**src/rtl/miss_response_scheduler_if.sv**
```systemverilog
// Miss request / fill response bundle between the latency emulator and the miss scheduler.
// master = requester (emulator side), slave = scheduler.
interface miss_response_scheduler_if #(
    parameter int ENTRIES = 8,
    parameter int ADDR_W  = 27,
    parameter int LAT_W   = 5
);
    localparam int OUT_W = $clog2(ENTRIES + 1);

    logic              req_valid;
    logic [ADDR_W-1:0] req_addr;
    logic [LAT_W-1:0]  req_latency;
    logic              req_ready;
    logic              addr_response_valid;
    logic [ADDR_W-1:0] addr_response;
    logic [OUT_W-1:0]  outstanding;
    logic              merge_hit;

    modport master (
        output req_valid, req_addr, req_latency,
        input  req_ready, addr_response_valid, addr_response, outstanding, merge_hit
    );

    modport slave (
        input  req_valid, req_addr, req_latency,
        output req_ready, addr_response_valid, addr_response, outstanding, merge_hit
    );
endinterface

```
**src/rtl/miss_response_scheduler.sv**
```systemverilog
// Holds up to ENTRIES misses, each counting down its latency; retires one per cycle as a registered fill pulse
// (accept at T, latency L -> response after edge T+L+1). req_ready drops when full; MSHR_MERGE_EN enables address merging.
module miss_response_scheduler #(
    parameter int ENTRIES = 8,
    parameter int ADDR_W  = 27,
    parameter int LAT_W   = 5
) (
    input  logic                      clk,
    input  logic                      resetb,
    miss_response_scheduler_if.slave  bus
);
    localparam int IDX_W = (ENTRIES > 1) ? $clog2(ENTRIES) : 1;
    localparam int OUT_W = $clog2(ENTRIES + 1);

    logic [ENTRIES-1:0] ent_valid;
    logic [ADDR_W-1:0]  ent_addr [ENTRIES];
    logic [LAT_W-1:0]   ent_cnt  [ENTRIES];

    logic [ENTRIES-1:0] eligible;
    logic               ret_any;
    logic [IDX_W-1:0]   ret_idx;
    logic               free_any;
    logic [IDX_W-1:0]   free_idx;
    logic               merge_any;
    logic               accept;
    logic               do_alloc;

    logic               resp_vld_q;
    logic [ADDR_W-1:0]  resp_addr_q;
    logic [OUT_W-1:0]   out_q;
    logic               merge_q;

    always_comb begin
        eligible = '0;
        for (int i = 0; i < ENTRIES; i++) begin
            eligible[i] = ent_valid[i] && (ent_cnt[i] == '0);
        end
    end

    // Scanning from the top down leaves the lowest matching index in each selector.
    always_comb begin
        ret_any  = 1'b0;
        ret_idx  = '0;
        free_any = 1'b0;
        free_idx = '0;
        for (int i = ENTRIES - 1; i >= 0; i--) begin
            if (eligible[i]) begin
                ret_any = 1'b1;
                ret_idx = IDX_W'(i);
            end
            if (!ent_valid[i]) begin
                free_any = 1'b1;
                free_idx = IDX_W'(i);
            end
        end
    end

`ifdef MSHR_MERGE_EN
    logic [ENTRIES-1:0] match;

    // An entry leaving at this edge cannot absorb a new request; that one allocates instead.
    always_comb begin
        match = '0;
        for (int i = 0; i < ENTRIES; i++) begin
            match[i] = ent_valid[i] && (ent_addr[i] == bus.req_addr) &&
                       !(ret_any && (ret_idx == IDX_W'(i)));
        end
    end

    assign merge_any = |match;
`else
    assign merge_any = 1'b0;
`endif

    assign bus.req_ready = free_any || merge_any;
    assign accept        = bus.req_valid && bus.req_ready;
    assign do_alloc      = accept && !merge_any;

    always_ff @(posedge clk or negedge resetb) begin
        if (!resetb) begin
            ent_valid   <= '0;
            for (int i = 0; i < ENTRIES; i++) begin
                ent_addr[i] <= '0;
                ent_cnt[i]  <= '0;
            end
            resp_vld_q  <= 1'b0;
            resp_addr_q <= '0;
            out_q       <= '0;
            merge_q     <= 1'b0;
        end else begin
            for (int i = 0; i < ENTRIES; i++) begin
                if (ret_any && (ret_idx == IDX_W'(i))) begin
                    ent_valid[i] <= 1'b0;
                end else if (ent_valid[i] && (ent_cnt[i] != '0)) begin
                    ent_cnt[i] <= ent_cnt[i] - LAT_W'(1);
                end
                // The free slot is never the retiring one, so load and clear cannot collide.
                if (do_alloc && (free_idx == IDX_W'(i))) begin
                    ent_valid[i] <= 1'b1;
                    ent_addr[i]  <= bus.req_addr;
                    ent_cnt[i]   <= bus.req_latency;
                end
            end

            resp_vld_q <= ret_any;
            if (ret_any) begin
                resp_addr_q <= ent_addr[ret_idx];
            end

            case ({do_alloc, ret_any})
                2'b10:   out_q <= out_q + OUT_W'(1);
                2'b01:   out_q <= out_q - OUT_W'(1);
                default: out_q <= out_q;
            endcase

            merge_q <= accept && merge_any;
        end
    end

    assign bus.addr_response_valid = resp_vld_q;
    assign bus.addr_response       = resp_addr_q;
    assign bus.outstanding         = out_q;
    assign bus.merge_hit           = merge_q;

    a_out_matches_valid: assert property (@(posedge clk) disable iff (!resetb)
        out_q == OUT_W'($countones(ent_valid)));

    a_out_bounded: assert property (@(posedge clk) disable iff (!resetb)
        int'(out_q) <= ENTRIES);
endmodule

```
**src/flat_wrapper.sv**
```systemverilog
// flat-port wrapper written by rule: the top's interface ports become plain ports
module miss_response_scheduler_flat 
#(
    parameter int ENTRIES = 8,
    parameter int ADDR_W  = 27,
    parameter int LAT_W   = 5
)
  (clk, resetb, bus_req_valid, bus_req_addr, bus_req_latency, bus_req_ready, bus_addr_response_valid, bus_addr_response, bus_outstanding, bus_merge_hit);
  miss_response_scheduler_if #(.ENTRIES(ENTRIES), .ADDR_W(ADDR_W), .LAT_W(LAT_W)) bus_i ();
  input  logic clk;
  input  logic resetb;
  input wire logic [$bits(bus_i.req_valid)-1:0] bus_req_valid;
  input wire logic [$bits(bus_i.req_addr)-1:0] bus_req_addr;
  input wire logic [$bits(bus_i.req_latency)-1:0] bus_req_latency;
  output wire logic [$bits(bus_i.req_ready)-1:0] bus_req_ready;
  output wire logic [$bits(bus_i.addr_response_valid)-1:0] bus_addr_response_valid;
  output wire logic [$bits(bus_i.addr_response)-1:0] bus_addr_response;
  output wire logic [$bits(bus_i.outstanding)-1:0] bus_outstanding;
  output wire logic [$bits(bus_i.merge_hit)-1:0] bus_merge_hit;
  assign bus_i.req_valid = bus_req_valid;
  assign bus_i.req_addr = bus_req_addr;
  assign bus_i.req_latency = bus_req_latency;
  assign bus_req_ready = bus_i.req_ready;
  assign bus_addr_response_valid = bus_i.addr_response_valid;
  assign bus_addr_response = bus_i.addr_response;
  assign bus_outstanding = bus_i.outstanding;
  assign bus_merge_hit = bus_i.merge_hit;
  miss_response_scheduler #(.ENTRIES(ENTRIES), .ADDR_W(ADDR_W), .LAT_W(LAT_W)) u_core (.clk(clk), .resetb(resetb), .bus(bus_i));
endmodule
```
**config.mk**
```make
export PLATFORM = sky130hd
export DESIGN_NAME = miss_response_scheduler_flat
export DESIGN_NICKNAME = d
export VERILOG_FILES = /design/src/rtl/miss_response_scheduler_if.sv /design/src/rtl/miss_response_scheduler.sv /design/src/flat_wrapper.sv
export SDC_FILE = /design/constraint.sdc
export NUM_CORES = 1
export LEC_CHECK = 0
export BUFFER_PORTS_ARGS = -buffer_cell sky130_fd_sc_hd__buf_4
export CELL_PAD_IN_SITES_DETAIL_PLACEMENT = 1
export CELL_PAD_IN_SITES_GLOBAL_PLACEMENT = 2
export CORE_ASPECT_RATIO = 0.75
export CORE_MARGIN = 10
export CORE_UTILIZATION = 46
export CTS_CLUSTER_DIAMETER = 50
export CTS_CLUSTER_SIZE = 20
export DETAILED_ROUTE_END_ITERATION = 10
export HOLD_SLACK_MARGIN = 0.12
export PLACE_DENSITY_LB_ADDON = 0.2
export SYNTH_ARGS = -nofsm -noshare
export SYNTH_HDL_FRONTEND = slang
export SYNTH_SLANG_ARGS = --single-unit
```
**constraint.sdc**
```tcl
create_clock -name clk -period 5.5 [get_ports clk]
set_input_delay 0.55 -clock clk [delete_from_list [all_inputs] [get_ports clk]]
set_output_delay 0.55 -clock clk [all_outputs]
set_load 0.01 [all_outputs]
```
==> run metrics <==
status completed; gpl congestion 0.762; total grt overflow 0; CP Max Fanout 23; Rows 54; WP data arrival around 4.3 ns; most frequent cell after synthesis dfrtp_1; total track usage 21.2%; max cap viols 0; ys flop type dfrtp_1; die area 0.0376 mm²; vias approximately 9600; Clock Pin Slew Worst Setup and Hold Paths roughly 0.070 ns; synthesized flop and latch total between 200 and 300; Unique masters post-synth 59; initial core utilization a little under half; CTS tree built; first-pass GRT wire length between 60 and 70 mm; synthesized cell area approximately 0.014 mm²; diode count 0; P_leak between 6 and 7 nW; Seq/Total Area, Yosys between 50% and 60%; fill count around 3000; min Tclk post-route around 3.8 ns; Mapped Cells 1149; CTS-repair resized insts 0; latest clock arrival within the worst-skew pair 0.58 ns; Ports between 60 and 70; core area 0.0294 mm²; Routed wire per std cell roughly 25 µm; DRT iter0 DRCs 870; Vias per Instance 5.92; Setup crit start kind flop; data required time of the worst path 5.97 ns; worst hold path cell count 3; worst min-delay path class in -> reg; vias in the first global route 10500; Max Slew Vio Count 0; layout cell share with drive strength beyond 1 a little over a third; Max VDD drop between 0.3 and 0.4 mV; nets 1255; Area Growth Syn to Fin 14.8%; fin crit share between 60% and 70%; top-area cell type share of the netlist area between 50% and 60%; RSZ-0062 raised after global routing no; Final TNS setup 0 ns; setup repair bufs after CTS 0; Fmax 260 MHz; final core utilization 54.2%; async set-reset flop share out of synthesis 100%; htree depth 1; largest net degree at the start of global routing around 110; ANT nets after route 0; Crit Path Class reg -> reg; CTS Buffer Depth 3; Ys Warns 0; DR pass1 iterations 6; # setup viols final 0; Worst Setup Slack post-DPL about 1.7 ns; Slew headroom about a third; Final Hold Violating Endpoints 0; initial antenna violation count 0; ranking of synthesized cells by area dfrtp_1 (53%), mux2_2 (19%), nand2_1 (3.7%); final wirelength between 30 and 40 mm; cts bufs inserted 31; clock skew approximately 0.02 ns; Worst-Margin Slew 0.995 ns; dpl hpwl 23.9 mm; width of the die 221 µm; P per Cell Area around 670 mW/mm²; Die Y roughly 170 µm; Post-synth EDFFs 0; most frequent cells after synthesis dfrtp_1 (296), mux2_2 (237), nand2_1 (137); R2R depth 9; syn_area_per_cell 12.1 µm²; area leader, netlist dfrtp_1; Mapped Nets 1203; CTS Hold Bufs 1; Crit. End Element flop; worst setup margin 1.66 ns; DR DRC count 0; port bufs between 60 and 70; CTS root buffer clkbuf_16; Sink Count 296
==> path summary, 6_finish.rpt <==
| kind | startpoint | slack [ns] | to |
|---|---|---|---|
| setup / recovery | u_core.ent_cnt[25] | 1.66 | u_core.bus.addr_response[0] |
| hold / removal | bus_req_addr[11] | 0.23 | u_core.ent_addr[200] |
| setup reg to reg | u_core.ent_cnt[25] | 1.66 | u_core.bus.addr_response[0] |
| hold reg to reg | u_core.ent_addr[196] | 0.48 | u_core.ent_addr[196] |
| max in group asynchronous | resetb | 3.41 | u_core.ent_cnt[4] |
| min in group asynchronous | resetb | 0.61 | u_core.ent_addr[144] |
==> stage by stage <==
stage	instance area [µm²]	total power [mW]	instances	hold WS, ns
after floorplan	13900	7.00	1149	0.254
after global placement	14800	8.23	1559	0.464
after detailed placement	14800	8.46	1559	0.464
after CTS	15900	10.8	1617	0.212
after global routing	15900	11.4	1617	0.227
final	15900	10.7	1617	0.231
==> cells in the final DEF, fill, tap and decap left out, types with 15 or more instances in the layout <==
| cell | count |
|---|---|
| a21oi_1 | 51 |
| a221oi_2 | 16 |
| a222oi_1 | 27 |
| buf_4 | 91 |
| clkbuf_16 | 31 |
| dfrtp_1 | 296 |
| ha_1 | 19 |
| inv_1 | 27 |
| mux2_2 | 237 |
| nand2_1 | 137 |
| nand3_1 | 23 |
| nor2_1 | 26 |
| o21ai_0 | 45 |
| o22ai_1 | 28 |
| xnor2_1 | 16 |
| xor2_1 | 15 |
==> logic make-up (layout without fill, tap and decap cells) <==
group                      Yosys count  count (layout)  share of synthesized area, %
buffers and inverters              102             178                          3.17
and+or+nand+nor                    242             242                          8.05
other                                1               1                        0.0270
DFF                                296             296                          53.4
AOI/OAI and AO/OA                  202             202                          10.7
adders and majority gates           19              19                          1.71
xor gates and xnor gates            31              31                          1.96
muxes                              256             256                          21.0
==> sequential cells by signal, indices dropped and copies added, names as in the netlist <==
name                            count
u_core.bus.addr_response_valid      1
u_core.bus.outstanding              4
u_core.ent_addr                   216
u_core.bus.addr_response           27
u_core.ent_valid                    8
u_core.ent_cnt                     40
==> final cells by class <==
type	count	area, µm²	share of cell area [%]
tap	392	490	3.08
inverter	27	101	0.636
sequential	296	7410	46.5
clock inverter	22	284	1.78
clock buffer	35	811	5.09
multi-input combinational	751	6110	38.4
timing repair buffer	94	728	4.57
==> routing by layer <==
layer	up-vias	track usage (%)	wire, µm
met4	0	4.72	778
li1	4261	-	-
met2	226	34.0	18300
met3	58	3.12	1920
met1	5028	29.9	18700
met5	-	0	0
==> worst max-delay path, cell delays in order, from the launching register on <==
cell,delay (ns)
dfrtp_1,0.35
inv_1,0.08
ha_1,0.21
nor4b_1,0.16
a22oi_1,0.55
nand2_1,0.68
o21ai_4,0.76
buf_4,0.49
a222oi_1,0.20
o22ai_1,0.24
==> power breakdown <==
group          internal [mW]  total, mW  switching, mW
Clock                   1.25       2.25           1.00
Sequential              3.31       4.06          0.751
Combinational           2.11       4.40           2.29
Total                   6.67       10.7           4.04
Power figures use the tool's default switching activity.
